==> src/rtl/ntt_k2_writeback_if.sv <==
// Bus bundle between the k2 AGU / butterfly side and the writeback block.
interface ntt_k2_writeback_if #(
  parameter int unsigned D_WIDTH    = 10,
  parameter int unsigned DATA_WIDTH = 64
);
  logic                  wb_start;
  logic [D_WIDTH-1:0]    pair_count;
  logic                  ord_valid;
  logic [D_WIDTH-1:0]    ord0;
  logic [D_WIDTH-1:0]    ord1;
  logic                  bf_valid;
  logic [DATA_WIDTH-1:0] bf_y0;
  logic [DATA_WIDTH-1:0] bf_y1;
  logic                  mem_we;
  logic [D_WIDTH-1:0]    mem_addr0;
  logic [D_WIDTH-1:0]    mem_addr1;
  logic [DATA_WIDTH-1:0] mem_wdata0;
  logic [DATA_WIDTH-1:0] mem_wdata1;
  logic                  wb_busy;
  logic                  wb_done;
  logic                  err_ovf;
  logic                  err_unf;
  logic                  err_addr;

  modport master (
    output wb_start, pair_count, ord_valid, ord0, ord1, bf_valid, bf_y0, bf_y1,
    input  mem_we, mem_addr0, mem_addr1, mem_wdata0, mem_wdata1,
           wb_busy, wb_done, err_ovf, err_unf, err_addr
  );

  modport slave (
    input  wb_start, pair_count, ord_valid, ord0, ord1, bf_valid, bf_y0, bf_y1,
    output mem_we, mem_addr0, mem_addr1, mem_wdata0, mem_wdata1,
           wb_busy, wb_done, err_ovf, err_unf, err_addr
  );
endinterface

==> src/rtl/ntt_k2_writeback.sv <==
// k2 writeback: queues AGU address pairs, pairs them with butterfly results, writes both banks.
// Optional address-form check on pushes is built when WB_ADDR_CHECK_EN is defined.
module ntt_k2_writeback #(
  parameter int unsigned D_WIDTH    = 10,
  parameter int unsigned DATA_WIDTH = 64,
  parameter int unsigned FIFO_DEPTH = 8
) (
  input logic               clk,
  input logic               rst,
  ntt_k2_writeback_if.slave bus
);
  localparam int unsigned AW = $clog2(FIFO_DEPTH);
  localparam int unsigned PW = AW + 1;
  localparam int unsigned EW = 2 * D_WIDTH;

  typedef enum logic [1:0] {S_IDLE, S_RUN, S_DONE} state_t;

  state_t state, state_nxt;
  logic   busy_q, done_q, busy_nxt, done_nxt;

  logic [EW-1:0]         fifo_mem [FIFO_DEPTH];
  logic [PW-1:0]         wr_ptr, rd_ptr;
  logic [EW-1:0]         head;
  logic                  empty, full, push, pop, run, start_any, cnt_last;
  logic [D_WIDTH-1:0]    pc_q, cnt_q;
  logic                  we_q, ovf_q, unf_q, addr_err_q;
  logic [D_WIDTH-1:0]    addr0_q, addr1_q;
  logic [DATA_WIDTH-1:0] wdata0_q, wdata1_q;

  assign run       = (state == S_RUN);
  assign start_any = (state == S_IDLE) && bus.wb_start;
  assign empty     = (wr_ptr == rd_ptr);
  assign full      = (wr_ptr[AW-1:0] == rd_ptr[AW-1:0]) && (wr_ptr[AW] != rd_ptr[AW]);
  // No bypass: an empty FIFO never pops, even with a push in the same cycle.
  assign pop       = run && bus.bf_valid && !empty;
  assign push      = run && bus.ord_valid && (!full || pop);
  assign cnt_last  = (cnt_q == pc_q - D_WIDTH'(1));
  assign head      = fifo_mem[rd_ptr[AW-1:0]];

  // State register, also holding the registered status outputs
  always_ff @(posedge clk) begin
    if (rst) begin
      state  <= S_IDLE;
      busy_q <= 1'b0;
      done_q <= 1'b0;
    end else begin
      state  <= state_nxt;
      busy_q <= busy_nxt;
      done_q <= done_nxt;
    end
  end

  // Next-state logic
  always_comb begin
    state_nxt = state;
    case (state)
      S_IDLE: if (bus.wb_start) state_nxt = (bus.pair_count != '0) ? S_RUN : S_DONE;
      S_RUN:  if (pop && cnt_last) state_nxt = S_DONE;
      S_DONE: state_nxt = S_IDLE;
      default: state_nxt = S_IDLE;
    endcase
  end

  // Status outputs decoded from the next state so they register alongside it
  always_comb begin
    busy_nxt = 1'b0;
    done_nxt = 1'b0;
    if (state_nxt == S_RUN)  busy_nxt = 1'b1;
    if (state_nxt == S_DONE) done_nxt = 1'b1;
  end

  always_ff @(posedge clk) begin
    if (push) fifo_mem[wr_ptr[AW-1:0]] <= {bus.ord0, bus.ord1};
  end

  // FIFO pointers; flushed on every accepted start
  always_ff @(posedge clk) begin
    if (rst || start_any) begin
      wr_ptr <= '0;
      rd_ptr <= '0;
    end else begin
      if (push) wr_ptr <= wr_ptr + PW'(1);
      if (pop)  rd_ptr <= rd_ptr + PW'(1);
    end
  end

  always_ff @(posedge clk) begin
    if (rst) begin
      pc_q  <= '0;
      cnt_q <= '0;
    end else if (start_any) begin
      pc_q  <= bus.pair_count;
      cnt_q <= '0;
    end else if (pop && !cnt_last) begin
      cnt_q <= cnt_q + D_WIDTH'(1);
    end
  end

  // Registered write port, one cycle after the pop
  always_ff @(posedge clk) begin
    if (rst) begin
      we_q     <= 1'b0;
      addr0_q  <= '0;
      addr1_q  <= '0;
      wdata0_q <= '0;
      wdata1_q <= '0;
    end else begin
      we_q <= pop;
      if (pop) begin
        addr0_q  <= head[EW-1:D_WIDTH];
        addr1_q  <= head[D_WIDTH-1:0];
        wdata0_q <= bus.bf_y0;
        wdata1_q <= bus.bf_y1;
      end
    end
  end

  always_ff @(posedge clk) begin
    if (rst || start_any) begin
      ovf_q <= 1'b0;
      unf_q <= 1'b0;
    end else begin
      if (run && bus.ord_valid && full && !pop) ovf_q <= 1'b1;
      if (run && bus.bf_valid && empty)         unf_q <= 1'b1;
    end
  end

`ifdef WB_ADDR_CHECK_EN
  // Pairs must be (even, even+1); a bad pair is flagged but still written
  always_ff @(posedge clk) begin
    if (rst || start_any) begin
      addr_err_q <= 1'b0;
    end else if (push && (bus.ord0[0] || (bus.ord1 != bus.ord0 + D_WIDTH'(1)))) begin
      addr_err_q <= 1'b1;
    end
  end
`else
  assign addr_err_q = 1'b0;
`endif

  assign bus.mem_we     = we_q;
  assign bus.mem_addr0  = addr0_q;
  assign bus.mem_addr1  = addr1_q;
  assign bus.mem_wdata0 = wdata0_q;
  assign bus.mem_wdata1 = wdata1_q;
  assign bus.wb_busy    = busy_q;
  assign bus.wb_done    = done_q;
  assign bus.err_ovf    = ovf_q;
  assign bus.err_unf    = unf_q;
  assign bus.err_addr   = addr_err_q;
endmodule

==> src/flat_wrapper.sv <==
// flat-port wrapper written by rule: the top's interface ports become plain ports
module ntt_k2_writeback_flat 
#(
  parameter int unsigned D_WIDTH    = 10,
  parameter int unsigned DATA_WIDTH = 64,
  parameter int unsigned FIFO_DEPTH = 8
)
  (clk, rst, bus_wb_start, bus_pair_count, bus_ord_valid, bus_ord0, bus_ord1, bus_bf_valid, bus_bf_y0, bus_bf_y1, bus_mem_we, bus_mem_addr0, bus_mem_addr1, bus_mem_wdata0, bus_mem_wdata1, bus_wb_busy, bus_wb_done, bus_err_ovf, bus_err_unf, bus_err_addr);
  ntt_k2_writeback_if #(.D_WIDTH(D_WIDTH), .DATA_WIDTH(DATA_WIDTH)) bus_i ();
  input logic clk;
  input logic rst;
  input wire logic [$bits(bus_i.wb_start)-1:0] bus_wb_start;
  input wire logic [$bits(bus_i.pair_count)-1:0] bus_pair_count;
  input wire logic [$bits(bus_i.ord_valid)-1:0] bus_ord_valid;
  input wire logic [$bits(bus_i.ord0)-1:0] bus_ord0;
  input wire logic [$bits(bus_i.ord1)-1:0] bus_ord1;
  input wire logic [$bits(bus_i.bf_valid)-1:0] bus_bf_valid;
  input wire logic [$bits(bus_i.bf_y0)-1:0] bus_bf_y0;
  input wire logic [$bits(bus_i.bf_y1)-1:0] bus_bf_y1;
  output wire logic [$bits(bus_i.mem_we)-1:0] bus_mem_we;
  output wire logic [$bits(bus_i.mem_addr0)-1:0] bus_mem_addr0;
  output wire logic [$bits(bus_i.mem_addr1)-1:0] bus_mem_addr1;
  output wire logic [$bits(bus_i.mem_wdata0)-1:0] bus_mem_wdata0;
  output wire logic [$bits(bus_i.mem_wdata1)-1:0] bus_mem_wdata1;
  output wire logic [$bits(bus_i.wb_busy)-1:0] bus_wb_busy;
  output wire logic [$bits(bus_i.wb_done)-1:0] bus_wb_done;
  output wire logic [$bits(bus_i.err_ovf)-1:0] bus_err_ovf;
  output wire logic [$bits(bus_i.err_unf)-1:0] bus_err_unf;
  output wire logic [$bits(bus_i.err_addr)-1:0] bus_err_addr;
  assign bus_i.wb_start = bus_wb_start;
  assign bus_i.pair_count = bus_pair_count;
  assign bus_i.ord_valid = bus_ord_valid;
  assign bus_i.ord0 = bus_ord0;
  assign bus_i.ord1 = bus_ord1;
  assign bus_i.bf_valid = bus_bf_valid;
  assign bus_i.bf_y0 = bus_bf_y0;
  assign bus_i.bf_y1 = bus_bf_y1;
  assign bus_mem_we = bus_i.mem_we;
  assign bus_mem_addr0 = bus_i.mem_addr0;
  assign bus_mem_addr1 = bus_i.mem_addr1;
  assign bus_mem_wdata0 = bus_i.mem_wdata0;
  assign bus_mem_wdata1 = bus_i.mem_wdata1;
  assign bus_wb_busy = bus_i.wb_busy;
  assign bus_wb_done = bus_i.wb_done;
  assign bus_err_ovf = bus_i.err_ovf;
  assign bus_err_unf = bus_i.err_unf;
  assign bus_err_addr = bus_i.err_addr;
  ntt_k2_writeback #(.D_WIDTH(D_WIDTH), .DATA_WIDTH(DATA_WIDTH), .FIFO_DEPTH(FIFO_DEPTH)) u_core (.clk(clk), .rst(rst), .bus(bus_i));
endmodule
==> config.mk <==
export PLATFORM = sky130hd
export DESIGN_NAME = ntt_k2_writeback_flat
export DESIGN_NICKNAME = d
export VERILOG_FILES = /design/src/rtl/ntt_k2_writeback_if.sv /design/src/rtl/ntt_k2_writeback.sv /design/src/flat_wrapper.sv
export SDC_FILE = /design/constraint.sdc
export NUM_CORES = 1
export LEC_CHECK = 0
export CAP_MARGIN = 20
export CORE_ASPECT_RATIO = 0.5
export CORE_UTILIZATION = 46
export CTS_BUF_LIST = sky130_fd_sc_hd__clkbuf_4
export CTS_CLUSTER_DIAMETER = 120
export DETAILED_ROUTE_END_ITERATION = 8
export PLACE_DENSITY = 0.78
export SLEW_MARGIN = 20
export SYNTH_ARGS = -nofsm -noshare
export SYNTH_HDL_FRONTEND = slang
export SYNTH_SLANG_ARGS = --single-unit
==> constraint.sdc <==
create_clock -name clk -period 3.2 [get_ports clk]
set_input_delay 0.64 -clock clk [delete_from_list [all_inputs] [get_ports clk]]
set_output_delay 0.64 -clock clk [all_outputs]
set_load 0.02 [all_outputs]
# Word level (Yosys, flattened, before mapping)
# Memories as Yosys holds them, arrays and structs flattened. A register that Yosys moved wholly into a read port is not among the register bits.
# Index checks and enable logic that the tools add are counted.
# op_classes
reduce_logical	20
add_sub_neg	4
n_mux	8
n_eq_ne	7
# op_table
operator	n
logical AND 1 bit	11
adder 10 x 1 -> 10 bit (second input constant)	1
== test 10 bit	1
nonzero test 10 bit	1
subtractor 10 x 1 -> 10 bit (second input constant)	1
adder 4 x 1 -> 4 bit (second input constant)	2
2-to-1 mux 2 bit	3
== test 2 x 1 -> 1 bit (second input constant)	2
== test 4 bit	1
logical NOT 1 bit	4
2-to-1 mux 1 bit	4
one-hot mux 2 bit (2 select lines)	1
== test 3 bit	1
== test 2 bit (second input constant)	1
logical NOT 2 bit	1
logical OR 1 bit	2
OR reduction 2 bit	1
inequality test 1 bit	1
# word_totals
out_inout_bits	154
memories	1
wordCells	52
mem_bits_rw	160
in_bits	163
reg_bits	163
# mem_list
memory	depth	width	rd	rd_clocked_by_memory_dff	write_ports	line_no	text
u_core.fifo_mem	8	20	1	1	1	ntt_k2_writeback.sv:21	logic [EW-1:0] fifo_mem [FIFO_DEPTH];

# Depth between registers and ports, before layout
# logic_depth
ltp_word	8
depth_mapped	11

# Worst setup path after synthesis
# OpenSTA, ideal clock, no wires.
# synth_path
path_kind	register -> register
startpoint	reg u_core.wr_ptr[0]
endpoint	mem u_core.fifo_mem[4][0] (netlist bit) (enable)
stages_incl_launch_ff	7
arrival_ps	2639
period_less_slack_ps	3066
required_time_ps	2773
path_slack_ps	134
path_cell_list	dfxtp_1 -> buf_2 -> xnor2_1 -> nand3_1 -> o311a_1 -> nand2b_1 -> nor3b_1
# synth_between
elab_chain_cells	7
# synth_rtl
item	line_no	text
from (decl)	ntt_k2_writeback.sv:22	logic [PW-1:0] wr_ptr, rd_ptr;
from (signal assigned)	ntt_k2_writeback.sv:82	if (push) wr_ptr <= wr_ptr + PW'(1);
== test 4 bit or == test 3 bit (tied branches)	ntt_k2_writeback.sv:32, ntt_k2_writeback.sv:33	
logical NOT 1 bit or logical AND 1 bit (tied branches)	ntt_k2_writeback.sv:35, ntt_k2_writeback.sv:33	
logical AND 1 bit or logical NOT 1 bit (tied branches)	ntt_k2_writeback.sv:35, ntt_k2_writeback.sv:36	
logical OR 1 bit	ntt_k2_writeback.sv:36	assign push = run && bus.ord_valid && (!full || pop);
logical AND 1 bit	ntt_k2_writeback.sv:36	
2-to-1 mux 1 bit	ntt_k2_writeback.sv:73	if (push) fifo_mem[wr_ptr[AW-1:0]] <= {bus.ord0, bus.ord1};
2-to-1 mux 1 bit (implied by the code)	ntt_k2_writeback.sv:73	
to (decl)	ntt_k2_writeback.sv:21	
# Several ways; a longest one is shown, not always the timed one.

# Worst setup path in the final report
# layout_path
startpoint	reg u_core.wr_ptr[0]
endpoint	reg u_core.wdata1_q[43] (netlist: u_core.bus.mem_wdata1[43])
# layout_between
elab_chain_cells	3
# layout_rtl
item	line_no	text
== test 4 bit	ntt_k2_writeback.sv:32	assign empty = (wr_ptr == rd_ptr);
logical NOT 1 bit	ntt_k2_writeback.sv:35	assign pop = run && bus.bf_valid && !empty;
logical AND 1 bit	ntt_k2_writeback.sv:35	
to (signal assigned)	ntt_k2_writeback.sv:113	wdata1_q <= bus.bf_y1;
to (decl)	ntt_k2_writeback.sv:28	logic [DATA_WIDTH-1:0] wdata0_q, wdata1_q;
# Every way passes these cells.
# A chain may end at the register's enable or synchronous reset.

==> results.md <==
* Endpoint class of the critical path: flip-flop
* Die Y at 121 um
* Overall power at 8.73 mW
* Worst EP arrival at 3430 ps
* Final Hold Fails at 0
* Area of the multi-input gates at 4180 sq um
* TritonCTS clock tree: done
* Fin cells at 1859
* Outcome: finished clean
* DRT iter0 DRCs at 637
* Post-synth net total at 1252
* Async set or reset register ratio after synthesis at 0
* Most used flip-flop cell after synthesis: dfxtp_1
* Synth Area per Inst at 11.9 sq um
* CP bufs+invs at 1
* Slew HR at 0.445
* Top Ports at 317
* CP delay by family, top: simple AND/OR/NAND/NOR gates
* Fin crit share at 0.867
* Max-Cap Viols at 0
* Min-delay worst type: input pin to flip-flop
* Clk root buf: clkbuf_4
* # placed instances at 1720
* Drt pass-1 iters at 4
* Worst skew pair latency at 730 ps
* Slowest CP cell: dfxtp_1
* All-Layer GR Usage at 0.229
* Final min period at 2770 ps
* Post-route setup slack at 425 ps
* Final #Nets at 1594
* Filler cells at 2021
* Largest net degree at the start of global routing at 71
* Setup bufs post-CTS at 0
* Vias in the first global route at 9484
* Die Area at 28800 sq um
* First-pass GRT wire length at 50800 um
* Vias per inst at 5.10
* Die Width at 239 um
* CORE AREA at 27000 sq um
* FP Rows at 42
* Power per cell area at 498 nW/um^2
* DRC at 0
* Number of synthesized flops with an enable pin at 160
* Routed Antenna Nets at 0
* Setup crit start kind: flip-flop
* Clock buffer count from CTS at 78
* DR vias at 9482
* Synth Area in Adders at 0.00387
* Post-placement setup slack at 173 ps
* Final setup fails at 0
* Mux cell area share after synthesis at 0.0945
* Worst path cell trace: xnor2_1, nand3_1, nor2b_1, or2_4, buf_6, nand2_1, a21oi_1
* Post-synthesis cell count at 1085
* RSZ-0062 raised after global routing: false
* Critical setup path kind: flip-flop to flip-flop
* Post-synthesis sequential area ratio at 0.655
* Slew @ Worst Pin at 833 ps
* Lkg Pwr at 5.73 nW
* P&R area growth vs syn at 35.5%
* Combinational family with the most area after synthesis: simple AND/OR/NAND/NOR gates
* Fin Setup TNS at 0 ps
* Initial antenna violation count at 2
* RePlAce Congestion at 0.900
* Port buffer count at 315
* Routed wire length at 33500 um
* Worst Skew at 23.5 ps
* Post-route cell area at 17500 sq um
* Register Area at 8470 sq um
* Post-Syn Area at 12900 sq um
* Peak VDD IR at 0.225 mV
* Ys Warns at 0
* CTS H-Tree Depth at 3
* F_max at 360 MHz
* XOR/XNOR Fraction of Synth Area at 0.0189
* Clock sinks at 343
* Clock slew at reported path FFs at 70 ps
* Yosys cell types at 57
* Area post-placement at 16500 sq um
* GR Overflow Total at 0
* CP max FO at 70
* Yosys reg bits at 343
* Proportion of layout cells with a drive suffix above 1 at 0.142
* Simple-gate area share of the yosys netlist at 0.117
* Worst endpoint required time at 3860 ps
* Max incr delay on CP at 580 ps
* Starting Density at 0.478
* Worst-case clock buffer depth at 3
* DR WL/cell at 18.0 um
* Slew Limit Fails at 0
* Compound-Gate Fraction of Synth Area at 0.0844
* Post-DP HPWL at 21900 um
[final timing paths]
check                                                from                   endpoint  slack (ps)  depth (start not counted)
worst max-delay path                     u_core.wr_ptr[0]  u_core.bus.mem_wdata1[43]         430                          7
worst min-delay path                                  rst  u_core.bus.mem_wdata1[40]         430                          2
worst max register to register           u_core.wr_ptr[0]  u_core.bus.mem_wdata1[43]         430                          7
worst min register to register  u_core.bus.mem_wdata0[16]  u_core.bus.mem_wdata0[16]         450                          2
[cells by family (layout without fill, tap and decap cells)]
logic type                 count (synthesis)  after routing
buffers and inverters                     81            478
adders and majority gates                  4              4
other                                      1              3
DFF                                      343            343
AOI/OAI and AO/OA                        185            185
and+or+nand+nor                          372            373
muxes                                     72             72
xor gates and xnor gates                  27             27
[worst register-to-register path, cell delays in order (launching register included)]
cell and delay [ps]:
dfxtp_1 580, xnor2_1 170, nand3_1 140, nor2b_1 420, or2_4 520, buf_6 490
nand2_1 190, a21oi_1 190
[routing by layer]
layer  vias up  wire length (um)  track usage
li1       4566                 -            -
met2       290             17000        0.386
met3        45              1850       0.0607
met5         -                 0            0
met4         0               631       0.0805
met1      4581             14100        0.286
[sequential cells by signal, indices dropped and copies added, names as in the netlist, 2 cells and up]
name	flops
u_core.fifo_mem	160
u_core.bus.mem_wdata0	64
u_core.bus.mem_wdata1	64
u_core.bus.mem_addr0	10
u_core.bus.mem_addr1	10
u_core.cnt_q	10
u_core.pc_q	10
u_core.rd_ptr	4
u_core.wr_ptr	4
u_core.state	2
[timing repair]
| action | in CTS | in global routing |
|---|---|---|
| hold buffers | 0 | 0 |
| setup endpoints to repair | 0 | 69 |
| gates resized for setup | 0 | 1 |
[report_power, final]
part | switching, mW | leakage [nW] | total [mW] | internal (mW)
registers | 0.0355 | 2.92 | 4.67 | 4.63
logic | 0.277 | 2.21 | 0.591 | 0.314
clock network | 1.70 | 0.598 | 3.47 | 1.77
[cell type report]
type / count / share of cell area
tap: 374 / 0.0267
antenna: 2 / 0.000286
clock inverter: 18 / 0.00650
sequential: 343 / 0.484
clock buffer: 118 / 0.0506
multi-input combinational: 662 / 0.239
timing repair buffer: 337 / 0.192
inverter: 5 / 0.00107
[metrics by stage]
stage / utilization / hold WS [ps]
after detailed placement: 0.611 / 446
final: 0.648 / 425
after global placement: 0.611 / 441
after floorplan: - / 481
after CTS: 0.648 / 337
after global routing: 0.648 / 370
[cell usage after synthesis (3+ instances only)]
master	instances	area share
clkbuf_1	57	0.017
xor2_1	11	0.0075
buf_2	8	0.0031
mux2i_1	32	0.025
and3_1	3	0.0015
xnor2_1	15	0.010
edfxtp_1	160	0.37
mux4_2	40	0.070
nand2_1	270	0.078
buf_1	7	0.0020
nor2_1	57	0.017
nor3_1	9	0.0035
a21oi_1	136	0.053
nand3_1	8	0.0031
inv_1	5	0.0015
dfxtp_1	183	0.28
a211oi_1	22	0.013
nor3b_1	5	0.0029
nor2b_1	3	0.0015
ha_1	4	0.0039
[cell usage in the layout, fill, tap and decap left out, types with 7 or more instances in the layout]
cell | netlist | layout
clkdlybuf4s50_1 | 0 | 314
nor3_1 | 9 | 7
clkinv_1 | 0 | 10
nand3_1 | 8 | 8
a21oi_1 | 136 | 136
buf_4 | 1 | 18
mux2i_1 | 32 | 32
clkbuf_4 | 0 | 118
mux4_2 | 40 | 40
nand2_1 | 270 | 270
a211oi_1 | 22 | 22
nor2_1 | 57 | 55
dfxtp_1 | 183 | 181
xnor2_1 | 15 | 15
xor2_1 | 11 | 11
edfxtp_1 | 160 | 160
Power figures use the tool's default switching activity.
